===== config.mk =====
export PLATFORM = sky130hd
export DESIGN_NAME = sram_port_arbiter
export DESIGN_NICKNAME = d
export VERILOG_FILES = /design/src/rtl/sram_port_arbiter.sv
export SDC_FILE = /design/constraint.sdc
export NUM_CORES = 1
export LEC_CHECK = 0
export ABC_AREA = 1
export BUFFER_PORTS_ARGS = -buffer_cell sky130_fd_sc_hd__buf_2
export CAP_MARGIN = 20
export CORE_AREA = 5 5 102 104
export DETAILED_ROUTE_END_ITERATION = 10
export DIE_AREA = 0 0 107 109
export HOLD_SLACK_MARGIN = 0.03
export PLACE_DENSITY = 0.49
export SETUP_SLACK_MARGIN = 0.15
export SLEW_MARGIN = 10
export SYNTH_ARGS = -nofsm -noshare
export SYNTH_HDL_FRONTEND = slang
export SYNTH_SLANG_ARGS = --single-unit

===== constraint.sdc =====
create_clock -name clk -period 1.76 [get_ports clk]
set_input_delay 0.176 -clock clk [delete_from_list [all_inputs] [get_ports clk]]
set_output_delay 0.176 -clock clk [all_outputs]
set_load 0.05 [all_outputs]

===== src/rtl/sram_port_arbiter.sv =====
// sram_port_arbiter: shares one single-port synchronous SRAM (1-cycle read latency)
// between the fetch requester (read-only) and the load/store requester.
// Data wins contested cycles unless fetch has lost STARVE_LIMIT of them in a row.
// Optional build macro: ARB_PERF_CNT_EN adds grant/conflict performance counters.
module sram_port_arbiter #(
  parameter int unsigned STARVE_LIMIT = 4,
  parameter int unsigned STARVE_W     = 3
) (
  input  logic        clk,
  input  logic        reset,
  input  logic        inst_req,
  input  logic [31:0] inst_addr,
  output logic        inst_addr_ok,
  output logic        inst_data_ok,
  output logic [31:0] inst_rdata,
  input  logic        data_req,
  input  logic [3:0]  data_we,
  input  logic [31:0] data_addr,
  input  logic [31:0] data_wdata,
  output logic        data_addr_ok,
  output logic        data_data_ok,
  output logic [31:0] data_rdata,
  output logic        sram_en,
  output logic [3:0]  sram_we,
  output logic [31:0] sram_addr,
  output logic [31:0] sram_wdata,
`ifdef ARB_PERF_CNT_EN
  output logic [31:0] perf_inst_grants,
  output logic [31:0] perf_data_grants,
  output logic [31:0] perf_conflicts,
`endif
  input  logic [31:0] sram_rdata
);

  typedef enum logic [1:0] {
    IDLE      = 2'd0,
    INST_RESP = 2'd1,
    DATA_RESP = 2'd2
  } state_e;

  state_e              state_q, state_d;
  logic [STARVE_W-1:0] starve_cnt_q, starve_cnt_d;
  logic                starve_hit;
  logic                grant_data;
  logic                grant_inst;

  // Arbitration: data has priority unless fetch is starved; nothing is granted during reset.
  always_comb begin
    starve_hit = inst_req && (starve_cnt_q == STARVE_W'(STARVE_LIMIT));
    grant_data = !reset && data_req && !starve_hit;
    grant_inst = !reset && inst_req && !grant_data;
  end

  // Request-side outputs, next state and starvation counter update.
  always_comb begin
    inst_addr_ok = 1'b0;
    data_addr_ok = 1'b0;
    sram_en      = 1'b0;
    sram_we      = 4'b0000;
    sram_addr    = 32'h0;
    sram_wdata   = 32'h0;
    state_d      = IDLE;
    starve_cnt_d = starve_cnt_q;

    if (grant_data) begin
      data_addr_ok = 1'b1;
      sram_en      = 1'b1;
      sram_we      = data_we;
      sram_addr    = data_addr;
      sram_wdata   = data_wdata;
      state_d      = DATA_RESP;
      if (inst_req && (starve_cnt_q != STARVE_W'(STARVE_LIMIT))) begin
        starve_cnt_d = starve_cnt_q + STARVE_W'(1);
      end
    end else if (grant_inst) begin
      inst_addr_ok = 1'b1;
      sram_en      = 1'b1;
      sram_addr    = inst_addr;
      state_d      = INST_RESP;
      starve_cnt_d = '0;
    end
  end

  // Response side: one cycle after a grant, route the SRAM read data to its owner.
  // A reset in the response cycle drops the pending data_ok.
  always_comb begin
    inst_data_ok = 1'b0;
    inst_rdata   = 32'h0;
    data_data_ok = 1'b0;
    data_rdata   = 32'h0;
    if (!reset) begin
      case (state_q)
        INST_RESP: begin
          inst_data_ok = 1'b1;
          inst_rdata   = sram_rdata;
        end
        DATA_RESP: begin
          data_data_ok = 1'b1;
          data_rdata   = sram_rdata;
        end
        default: ;
      endcase
    end
  end

  // State and starvation counter registers.
  always_ff @(posedge clk) begin
    if (reset) begin
      state_q      <= IDLE;
      starve_cnt_q <= '0;
    end else begin
      state_q      <= state_d;
      starve_cnt_q <= starve_cnt_d;
    end
  end

`ifdef ARB_PERF_CNT_EN
  logic [31:0] perf_inst_q, perf_inst_d;
  logic [31:0] perf_data_q, perf_data_d;
  logic [31:0] perf_conf_q, perf_conf_d;

  // Wrapping event counters for grants and contested cycles.
  always_comb begin
    perf_inst_d = perf_inst_q;
    perf_data_d = perf_data_q;
    perf_conf_d = perf_conf_q;
    if (grant_inst)           perf_inst_d = perf_inst_q + 32'd1;
    if (grant_data)           perf_data_d = perf_data_q + 32'd1;
    if (inst_req && data_req) perf_conf_d = perf_conf_q + 32'd1;
  end

  // Performance counter registers.
  always_ff @(posedge clk) begin
    if (reset) begin
      perf_inst_q <= 32'h0;
      perf_data_q <= 32'h0;
      perf_conf_q <= 32'h0;
    end else begin
      perf_inst_q <= perf_inst_d;
      perf_data_q <= perf_data_d;
      perf_conf_q <= perf_conf_d;
    end
  end

  assign perf_inst_grants = perf_inst_q;
  assign perf_data_grants = perf_data_q;
  assign perf_conflicts   = perf_conf_q;
`endif

endmodule


==> results of run 1 <==
## what timing repair did
action,in CTS,in global routing
pin swaps,28,4
setup buffers,6,4
setup endpoints to repair,71,103
gates resized for setup,299,35
cloned,3,5
## cells in the mapped netlist
| master | n | area share |
|---|---|---|
| sky130_fd_sc_hd__a21oi_1 | 1 | 0.0036 |
| sky130_fd_sc_hd__buf_2 | 12 | 0.043 |
| sky130_fd_sc_hd__buf_6 | 3 | 0.024 |
| sky130_fd_sc_hd__buf_8 | 1 | 0.011 |
| sky130_fd_sc_hd__dfxtp_1 | 5 | 0.072 |
| sky130_fd_sc_hd__ha_1 | 2 | 0.018 |
| sky130_fd_sc_hd__inv_1 | 78 | 0.21 |
| sky130_fd_sc_hd__inv_2 | 1 | 0.0027 |
| sky130_fd_sc_hd__inv_4 | 1 | 0.0045 |
| sky130_fd_sc_hd__nand2_1 | 92 | 0.25 |
| sky130_fd_sc_hd__nand2_2 | 10 | 0.045 |
| sky130_fd_sc_hd__nand3_1 | 4 | 0.014 |
| sky130_fd_sc_hd__nor2_1 | 108 | 0.29 |
| sky130_fd_sc_hd__nor2_2 | 1 | 0.0045 |
| sky130_fd_sc_hd__o21ai_0 | 1 | 0.0036 |
| sky130_fd_sc_hd__xnor2_1 | 1 | 0.0063 |
## area by class of cell
class                      count  share of cell area
sequential                     5              0.0231
inverter                      80              0.0693
multi-input combinational    220               0.311
timing repair buffer         299               0.554
clock buffer                   4              0.0101
tap                          114              0.0321
## registers in the layout, indices dropped and copies added (netlist names)
signal        cells
state_q           2
starve_cnt_q      3
## through the flow
stage	setup TNS (ps)	hold WS, ps	utilization
global placement	0	429	0.314
finish	-95.3	206	0.470
global route	-1890	210	0.470
CTS	-1.43	203	0.442
floorplan	-17.5	245	-
detailed placement	0	429	0.314
## worst max-delay path by stage
stage | to | slack [ps] | from | cells past startpoint
6_report | inst_addr_ok | -20 | starve_cnt_q[1] | 10
5_1_grt | sram_addr[28] | -100 | starve_cnt_q[1] | 11
4_1_cts | sram_addr[18] | -1 | starve_cnt_q[1] | 11
3_5_place_dp | sram_addr[6] | 110 | starve_cnt_q[1] | 10
3_3_place_gp | sram_addr[6] | 120 | starve_cnt_q[1] | 10
2_1_floorplan | sram_wdata[21] | -3 | starve_cnt_q[0] | 6
## kinds of logic after synthesis
logic type / count (synthesis) / share of synthesized area
simple gates: 215 / 0.602
buf+inv: 96 / 0.295
flops: 5 / 0.0718
compound gates: 2 / 0.00717
fa+ha+maj: 2 / 0.0179
xor+xnor: 1 / 0.00628
## power by group
group	internal (mW)	switching [mW]
combinational	0.513	0.798
clock	0.156	0.0612
sequential	0.118	0.00148
total	0.787	0.861
## routing by layer
layer	routed length, um	track usage	up-vias
li1	-	-	1452
met1	3200	0.130	1276
met5	0	0	-
met4	167	0.0475	0
met2	5220	0.283	168
met3	967	0.0391	14
==> impl_summary.log, run 1 <==
INFO  metric worst-endpoint-arrival = 1600 ps
INFO  metric number_of_buffers_on_the_longest_clock_path = 2
INFO  metric netlist_area = 1400 um2
INFO  metric ys_warn_count = 0
INFO  metric period_needed = 1780 ps
INFO  metric max_clock_freq = 0.563 GHz
INFO  metric clock_sinks = 5
INFO  metric final_area = 4440 um2
INFO  metric routed_wirelength = 9.56 mm
INFO  metric critical_path_peak_fanout = 6
INFO  metric antennaDiodeCount = 0
INFO  metric post-place-cells = 700
INFO  metric first_pass_grt_wire_length = 13.1 mm
INFO  metric global_route.usage.total = 0.138
INFO  metric syn2layout_area_growth = 218%
INFO  metric placed_cell_area = 2970 um2
INFO  metric critical_path_buf_inv_count = 6
INFO  metric route.detailed.drc = 0
INFO  metric dp_hpwl = 6.70 mm
INFO  metric critPathKind = reg -> out
INFO  metric post_cts_hold_buffer_count = 0
INFO  metric r2r_slack = 410 ps
INFO  metric die_area = 11700 um2
INFO  metric buffer_ports.inserted = 272
INFO  metric cts_buffers = 3
INFO  metric antenna_violations_before_repair = 0
INFO  metric min_path_type = in -> reg
INFO  metric hold_path_depth = 2
INFO  metric register_area = 103 um2
INFO  metric clock_tree.htree_level_count = 1
INFO  metric report.final.setup_viol = 10
INFO  metric timing.rr.end = starve_cnt_q[1]
INFO  metric worst_slack = -17.3 ps
INFO  metric critical_path.endpoint_type = output pin
INFO  metric finalClockSkew = 4.32 ps
INFO  metric drt-initial-drc-count = 145
INFO  metric final_nets = 747
INFO  metric crit_share_post_route = 1.01
INFO  metric antenna_violating_nets_post_route = 0
INFO  metric net_count_after_synthesis = 459
INFO  metric synthDistinctLibCells = 16
INFO  metric critPathLaunchType = flop
INFO  metric cpLargestDelayFamily = buffers and inverters
INFO  metric failing_checks = setup timing
INFO  metric number_of_global_route_vias_before_repair = 2958
INFO  metric cell_count_after_synthesis = 321
INFO  metric io-pin-count = 273
INFO  metric sequential_share_of_the_synthesized_area = 0.0717
INFO  metric max_slew.worst_pin.slew = 314 ps
INFO  metric drt_pre_antenna_iters = 4
INFO  metric outcome = finished, violations left
INFO  metric pwr_density = 371 nW/um2
INFO  metric worst-r2r-cell-count = 9
INFO  metric grt_setup_unrepaired = true
INFO  metric start_util = 0.147
INFO  metric clk_pin_slew = 40 ps
INFO  metric grt_start_max_net_pins = 34
INFO  metric weighted_congestion_reported_at_the_end_of_routability_driven_placement = 0.871
INFO  metric clock_tree.root_cell = sky130_fd_sc_hd__clkbuf_8
INFO  metric crit_slowest_cell = sky130_fd_sc_hd__dfxtp_2
INFO  metric instances_no_fill = 722
INFO  metric route.detailed.wl_per_inst = 13.2 um
INFO  metric max_stage_delay = 330 ps
INFO  metric floorplan.core_area = 9460 um2
INFO  metric hold_end = starve_cnt_q[0]
INFO  metric final-hold-violation-count = 0
INFO  metric routed_via_density = 4.03
INFO  metric clock_tree_from_tritoncts = built
INFO  metric route.vias.total = 2910
INFO  metric layout-drive-gt1-share = 0.655
INFO  metric most-common-layout-cells = 194 x sky130_fd_sc_hd__buf_2, 76 x sky130_fd_sc_hd__inv_1, 71 x sky130_fd_sc_hd__nor2_1, 53 x sky130_fd_sc_hd__nand2_1, 49 x sky130_fd_sc_hd__buf_8
INFO  metric die_w = 107 um
INFO  metric totalPowerFinal = 1.65 mW
INFO  metric dp_worst_setup_slack = 106 ps
INFO  metric drv.max_cap_violation_count = 0
INFO  metric globalRouteOverflowTotal = 0
INFO  metric peakVddDrop = 0.165 mV
INFO  metric power_leakage = 2.80 nW
INFO  metric timing.critical_path.required = 1580 ps
INFO  metric timing.critical_path.cells = inv_2 > ha_4 > nand3_4 > nand2_4 > nand2_4 > inv_8 > buf_12 > buf_16 > buf_4 > buf_12
INFO  metric min-delay-start = reset
INFO  metric syn-mean-instance-area = 4.35 um2
INFO  metric clkLatencyLatePin = 220 ps
INFO  metric ys_ff_latch = 5
INFO  metric fillerInstances = 909
INFO  metric placementRows = 36
INFO  metric slew_headroom = 0.791
INFO  metric die_h = 109 um
INFO  metric pins_over_slew_limit = 0
INFO  metric worst_r2r_startpoint = starve_cnt_q[0]
INFO  metric most_common_library_cell_in_the_layout_ignoring_fill_and_taps = sky130_fd_sc_hd__buf_2
INFO  metric multi_input_area = 1380 um2
(Power assumes the default switching activity.)
==> run 2, diff against run 1 <==
--- a/config.mk
+++ b/config.mk
@@ -11,9 +11,10 @@
 export CORE_AREA = 5 5 102 104
 export DETAILED_ROUTE_END_ITERATION = 10
 export DIE_AREA = 0 0 107 109
-export HOLD_SLACK_MARGIN = 0.03
+export HOLD_SLACK_MARGIN = 0.08
 export PLACE_DENSITY = 0.49
 export SETUP_SLACK_MARGIN = 0.15
+export SKIP_CTS_REPAIR_TIMING = 1
 export SLEW_MARGIN = 10
 export SYNTH_ARGS = -nofsm -noshare
 export SYNTH_HDL_FRONTEND = slang
==> run 2 against run 1 <==
Against the previous run:
- the run still ends with setup timing left
- power fell by 9.3%
- sequential share of layout area is 0.32 points higher
- routed wire length is 5.4% lower
- critical path depth is the same
- sequential power hardly changed
- final area down 13%
- die area unchanged
- register-to-register slack improved by 50 ps
- first-iteration DRC count increased by 18%
- via count shrank 2.4%
- critical path type unchanged
- largest power group unchanged
==> impl_summary.log, run 2 (synthesis results as in run 1) <==
INFO  metric placed_cell_area = 2970 um2 (unchanged)
INFO  metric routed_via_density = 4.00 (-0.86%)
INFO  metric number_of_buffers_on_the_longest_clock_path = 2 (unchanged)
INFO  metric most_common_library_cell_in_the_layout_ignoring_fill_and_taps = sky130_fd_sc_hd__buf_2
INFO  metric critical_path.endpoint_type = output pin
INFO  metric global_route.usage.total = 0.113 (-0.0255)
INFO  metric final-hold-violation-count = 0 (unchanged)
INFO  metric antenna_violations_before_repair = 0 (unchanged)
INFO  metric worst_r2r_startpoint = starve_cnt_q[0]
INFO  metric worst_slack = -5.14 ps (+12.2 ps)
INFO  metric crit_share_post_route = 1.00 (-0.00691)
INFO  metric syn2layout_area_growth = 176%
INFO  metric report.final.setup_viol = 2 (-8)
INFO  metric timing.critical_path.required = 1580 ps (about the same)
INFO  metric max_slew.worst_pin.slew = 322 ps (+8.14 ps)
INFO  metric outcome = finished, violations left
INFO  metric slew_headroom = 0.785 (-0.00543)
INFO  metric first_pass_grt_wire_length = 10.9 mm (-17%)
INFO  metric pwr_density = 389 nW/um2 (+4.8%)
INFO  metric hold_end = starve_cnt_q[1]
INFO  metric reg_top3 = starve_cnt_q: 3 flops, state_q: 2 flops
INFO  metric drt-initial-drc-count = 171 (+18%)
INFO  metric route.detailed.drc = 0 (unchanged)
INFO  metric pins_over_slew_limit = 0 (unchanged)
INFO  metric clock_tree.root_cell = sky130_fd_sc_hd__clkbuf_8
INFO  metric route.vias.total = 2841 (-2.4%)
INFO  metric clk_pin_slew = 40 ps (about the same)
INFO  metric clock_tree.htree_level_count = 1 (unchanged)
INFO  metric critPathLaunchType = flop
INFO  metric clock_sinks = 5 (unchanged)
INFO  metric antennaDiodeCount = 0 (unchanged)
INFO  metric globalRouteMet3Util = 0.0290 (-0.0101)
INFO  metric gr-usage-met1 = 0.108 (-0.0218)
INFO  metric die_area = 11700 um2 (unchanged)
INFO  metric finalSetupTns = -6.95 ps (+88.3 ps)
INFO  metric drv.max_cap_violation_count = 0 (unchanged)
INFO  metric most-common-layout-cells = 194 x sky130_fd_sc_hd__buf_2, 88 x sky130_fd_sc_hd__nor2_1, 76 x sky130_fd_sc_hd__inv_1, 47 x sky130_fd_sc_hd__nand2_1, 45 x sky130_fd_sc_hd__nand2_2
INFO  metric period_needed = 1770 ps (-12.2 ps)
INFO  metric final_area = 3850 um2 (-13%)
INFO  metric failing_checks = setup timing
INFO  metric globalRouteOverflowTotal = 0 (unchanged)
INFO  metric layout-drive-gt1-share = 0.626 (-0.0281)
INFO  metric min-delay-start = reset
INFO  metric buffer_ports.inserted = 272 (unchanged)
INFO  metric finalClockSkew = 0.760 ps (-3.56 ps)
INFO  metric max_clock_freq = 0.567 GHz (+0.69%)
INFO  metric peakVddDrop = 0.155 mV (-5.7%)
INFO  metric drt_pre_antenna_iters = 4 (unchanged)
INFO  metric min_path_type = in -> reg
INFO  metric largest_register_ffs = 3 (unchanged)
INFO  metric grt_met2_use = 0.229 (-0.0540)
INFO  metric start_util = 0.147 (unchanged)
INFO  metric die_w = 107 um (unchanged)
INFO  metric grt_most_used_layer = met2
INFO  metric final_nets = 736 (-1.5%)
INFO  metric number_of_global_route_vias_before_repair = 2575 (-13%)
INFO  metric timing.rr.end = starve_cnt_q[2]
INFO  metric antenna_violating_nets_post_route = 0 (unchanged)
INFO  metric route.detailed.wl_per_inst = 12.7 um (-4.0%)
INFO  metric max_flop_register = starve_cnt_q
INFO  metric dp_hpwl = 6.70 mm (unchanged)
INFO  metric critical_path_peak_fanout = 7 (+1)
INFO  metric grt_setup_unrepaired = true
INFO  metric clkLatencyLatePin = 220 ps (about the same)
INFO  metric placementRows = 36 (unchanged)
INFO  metric cts_buffers = 3 (unchanged)
INFO  metric floorplan.core_area = 9460 um2 (unchanged)
INFO  metric r2r_slack = 460 ps (+50 ps)
INFO  metric critPathKind = reg -> out
INFO  metric totalPowerFinal = 1.49 mW (-9.3%)
INFO  metric die_h = 109 um (unchanged)
INFO  metric io-pin-count = 273 (unchanged)
INFO  metric power_leakage = 2.53 nW (-9.5%)
INFO  metric grt_start_max_net_pins = 34 (unchanged)
INFO  metric worst-r2r-cell-count = 9 (unchanged)
INFO  metric routed_wirelength = 9.04 mm (-5.4%)
INFO  metric hold_path_depth = 2 (unchanged)
INFO  metric weighted_congestion_reported_at_the_end_of_routability_driven_placement = 0.871 (unchanged)
INFO  metric worst-endpoint-arrival = 1590 ps (about the same)
INFO  metric clock_tree_from_tritoncts = built
[run 2: cell type report]
class	count	area, um2
fill	998	5610
sequential	5	101
multi-input combinational	220	1160
tap	114	143
inverter	80	310
timing repair buffer	288	2090
clock buffer	4	45.0
[run 2: routing by layer]
metal | wire length [um] | up-vias
li1 | - | 1428
met2 | 4990 | 174
met3 | 1020 | 6
met4 | 99 | 0
met1 | 2920 | 1233
met5 | 0 | -
[run 2: where the power goes]
part	switching [mW]	internal (mW)	total, mW
sequential	0.00146	0.117	0.119
combinational	0.742	0.424	1.17
clock	0.0551	0.155	0.211
total	0.798	0.697	1.49
[run 2: worst max path at each step]
| stage | slack [ps] | startpoint | end |
|---|---|---|---|
| 3_5_place_dp | 110 | starve_cnt_q[1] | sram_addr[6] |
| 6_report | -5 | starve_cnt_q[1] | sram_addr[17] |
| 4_1_cts | -140 | starve_cnt_q[1] | sram_addr[6] |
| 2_1_floorplan | -3 | starve_cnt_q[0] | sram_wdata[21] |
| 5_1_grt | -90 | starve_cnt_q[1] | sram_addr[17] |
| 3_3_place_gp | 120 | starve_cnt_q[1] | sram_addr[6] |
[run 2: through the flow]
step           hold slack [ps]  cells  setup slack, ps  utilization
6_report                   196    711            -5.14        0.407
4_1_cts                    197    704             -140        0.319
2_1_floorplan              245    321            -2.50            -
3_3_place_gp               429    700              119        0.314
5_1_grt                    208    711            -86.5        0.407
3_5_place_dp               429    700              106        0.314
[run 2: worst max-delay path: stages (launching register included)]
cell and delay (ps):
sky130_fd_sc_hd__dfxtp_2 310, sky130_fd_sc_hd__inv_2 70, sky130_fd_sc_hd__ha_4 140, sky130_fd_sc_hd__nand3_4 90, sky130_fd_sc_hd__nand2_4 130, sky130_fd_sc_hd__nand2_4 80
sky130_fd_sc_hd__inv_8 100, sky130_fd_sc_hd__clkbuf_16 160, sky130_fd_sc_hd__nand2_2 60, sky130_fd_sc_hd__nand2_2 80, sky130_fd_sc_hd__buf_8 140
==> run 3, diff against run 2 <==
--- a/config.mk
+++ b/config.mk
@@ -15,6 +15,7 @@
 export PLACE_DENSITY = 0.49
 export SETUP_SLACK_MARGIN = 0.15
 export SKIP_CTS_REPAIR_TIMING = 1
+export SKIP_LAST_GASP = 1
 export SLEW_MARGIN = 10
 export SYNTH_ARGS = -nofsm -noshare
 export SYNTH_HDL_FRONTEND = slang
==> run 3 against run 2 <==
Against the previous run:
- the flow still finishes with violations (setup timing)
- worst setup slack gained 0.86 ps
- critical path type unchanged
- sequential share of layout area is essentially flat
- maximum frequency is essentially flat
==> impl_summary.log, run 3 (synthesis results as in run 1) <==
INFO  metric drt_pre_antenna_iters = 4 (unchanged)
INFO  metric crit_slowest_cell = sky130_fd_sc_hd__dfxtp_2
INFO  metric crit_share_post_route = 1.00 (about the same)
INFO  metric routed_wirelength = 9.01 mm (-0.30%)
INFO  metric clock_tree_from_tritoncts = built
INFO  metric peakVddDrop = 0.155 mV (about the same)
INFO  metric pins_over_slew_limit = 0 (unchanged)
INFO  metric global_route.usage.total = 0.113 (unchanged)
INFO  metric layout-drive-gt1-share = 0.626 (unchanged)
INFO  metric worst-endpoint-arrival = 1590 ps (about the same)
INFO  metric worst_slack = -4.27 ps (+0.863 ps)
INFO  metric r2r_slack = 460 ps (about the same)
INFO  metric largest_register_ffs = 3 (unchanged)
INFO  metric clk_pin_slew = 40 ps (about the same)
INFO  metric number_of_buffers_on_the_longest_clock_path = 2 (unchanged)
INFO  metric die_w = 107 um (unchanged)
INFO  metric clock_tree.root_cell = sky130_fd_sc_hd__clkbuf_8
INFO  metric post-place-cells = 700 (unchanged)
INFO  metric dp_hpwl = 6.70 mm (unchanged)
INFO  metric finalSetupTns = -5.23 ps (+1.72 ps)
INFO  metric failing_checks = setup timing
INFO  metric most_common_library_cell_in_the_layout_ignoring_fill_and_taps = sky130_fd_sc_hd__buf_2
INFO  metric comb_power_share = 0.779 (about the same)
INFO  metric cellInternalPower = 0.696 mW (about the same)
INFO  metric timing.critical_path.from = starve_cnt_q[1]
INFO  metric worst-r2r-cell-count = 9 (unchanged)
INFO  metric reg_top3 = starve_cnt_q: 3 flops, state_q: 2 flops
INFO  metric clock_tree.htree_level_count = 1 (unchanged)
INFO  metric most-common-layout-cells = 194 x sky130_fd_sc_hd__buf_2, 88 x sky130_fd_sc_hd__nor2_1, 76 x sky130_fd_sc_hd__inv_1, 47 x sky130_fd_sc_hd__nand2_1, 46 x sky130_fd_sc_hd__nand2_2
INFO  metric die_area = 11700 um2 (unchanged)
INFO  metric max_slew.worst_pin.slew = 317 ps (-5.49 ps)
INFO  metric critical_path_buf_inv_count = 4 (unchanged)
INFO  metric power_leakage = 2.53 nW (about the same)
INFO  metric max_flop_register = starve_cnt_q
INFO  metric instances_no_fill = 711 (unchanged)
INFO  metric timing.critical_path.cells = inv_2 > ha_4 > nand3_4 > nand2_4 > nand2_4 > inv_8 > clkbuf_16 > nand2_2 > nand2_2 > buf_8
INFO  metric critical_path.endpoint_type = output pin
INFO  metric critPathKind = reg -> out
INFO  metric syn2layout_area_growth = 175%
INFO  metric totalPowerFinal = 1.49 mW (-0.13%)
INFO  metric path_depth = 10 (unchanged)
INFO  metric globalRouteOverflowTotal = 0 (unchanged)
INFO  metric route.vias.total = 2834 (-0.25%)
INFO  metric grt_setup_unrepaired = true
INFO  metric route.detailed.wl_per_inst = 12.7 um (-0.30%)
INFO  metric antennaDiodeCount = 0 (unchanged)
INFO  metric critical_path_peak_fanout = 7 (unchanged)
INFO  metric timing.critical_path.required = 1580 ps (about the same)
INFO  metric antenna_violating_nets_post_route = 0 (unchanged)
INFO  metric min_path_type = in -> reg
INFO  metric cts_buffers = 3 (unchanged)
INFO  metric die_h = 109 um (unchanged)
INFO  metric weighted_congestion_reported_at_the_end_of_routability_driven_placement = 0.871 (unchanged)
INFO  metric dp_worst_setup_slack = 106 ps (unchanged)
INFO  metric routed_via_density = 3.99 (-0.25%)
INFO  metric worst_r2r_startpoint = starve_cnt_q[0]
INFO  metric first_pass_grt_wire_length = 10.9 mm (unchanged)
INFO  metric report.final.setup_viol = 2 (unchanged)
INFO  metric drt-initial-drc-count = 151 (-12%)
INFO  metric route.detailed.drc = 0 (unchanged)
INFO  metric drv.max_cap_violation_count = 0 (unchanged)
INFO  metric critical_path.endpoint = sram_addr[17]
INFO  metric fillerInstances = 996 (-0.20%)
INFO  metric io-pin-count = 273 (unchanged)
INFO  metric max_clock_freq = 0.567 GHz (about the same)
INFO  metric critPathLaunchType = flop
INFO  metric timing.rr.end = starve_cnt_q[2]
INFO  metric max_stage_delay = 310 ps (about the same)
INFO  metric cpLargestDelayFamily = buffers and inverters
INFO  metric min-delay-start = reset
INFO  metric pwr_density = 389 nW/um2 (about the same)
INFO  metric clkLatencyLatePin = 220 ps (about the same)
INFO  metric floorplan.core_area = 9460 um2 (unchanged)
INFO  metric period_needed = 1760 ps (-0.863 ps)
INFO  metric outcome = finished, violations left
INFO  metric sequentialPowerShare = 0.080 (about the same)
INFO  metric final-hold-violation-count = 0 (unchanged)
INFO  metric start_util = 0.147 (unchanged)
INFO  metric number_of_global_route_vias_before_repair = 2575 (unchanged)
INFO  metric slew_headroom = 0.789 (+0.00366)
INFO  metric buffer_ports.inserted = 272 (unchanged)
INFO  metric antenna_violations_before_repair = 0 (unchanged)
INFO  metric finalClockSkew = 0.894 ps (+0.134 ps)
INFO  metric clock_sinks = 5 (unchanged)
INFO  metric grt_start_max_net_pins = 34 (unchanged)
INFO  metric sw_frac_of_total = 0.534 (about the same)
INFO  metric p_switching = 0.797 mW (-0.18%)
INFO  metric finish.utilization = 0.406 (-0.000529)
INFO  metric final_nets = 736 (unchanged)
INFO  metric placementRows = 36 (unchanged)
INFO  metric clock_power_share = 0.141 (about the same)
-- run 3: changes by cell type in the layout (fill, tap and decap cells not counted) --
cell,delta
sky130_fd_sc_hd__nand2_4,-1
sky130_fd_sc_hd__nand2_2,+1
-- run 3: how the worst min path moves through the flow --
stage	to	slack (ps)	cells after the start
2_1_floorplan	starve_cnt_q[0]	250	1
3_3_place_gp	starve_cnt_q[1]	430	2
3_5_place_dp	starve_cnt_q[1]	430	2
4_1_cts	starve_cnt_q[0]	200	2
5_1_grt	starve_cnt_q[0]	210	2
6_report	starve_cnt_q[1]	200	2
-- run 3: stage by stage --
step / cell area, um2 / hold slack [ps]
floorplan: 1480 / 245
global placement: 2970 / 429
detailed placement: 2970 / 429
CTS: 3010 / 197
global route: 3840 / 208
finish: 3840 / 196
-- run 3: power by group through the flow --
stage,registers (mW),logic [mW],clock network (mW)
4_1_cts,0.119,0.936,0.219
2_1_floorplan,0.121,0.631,0
6_report,0.119,1.16,0.210
5_1_grt,0.119,1.23,0.227
3_5_place_dp,0.120,0.934,0
3_3_place_gp,0.120,0.931,0
-- run 3: layout make-up --
type                       count  area (um2)  share of cell area
tap                          114         143              0.0371
multi-input combinational    220        1160               0.301
timing repair buffer         288        2090               0.543
clock buffer                   4        45.0              0.0117
sequential                     5         101              0.0264
inverter                      80         310              0.0808
-- run 3: per-layer routing --
layer / global-route usage / up-vias / wire (um)
met1: 0.108 / 1233 / 2940
met5: 0 / - / 0
met2: 0.229 / 166 / 4980
li1: - / 1429 / -
met3: 0.0290 / 6 / 985
met4: 0.0411 / 0 / 99
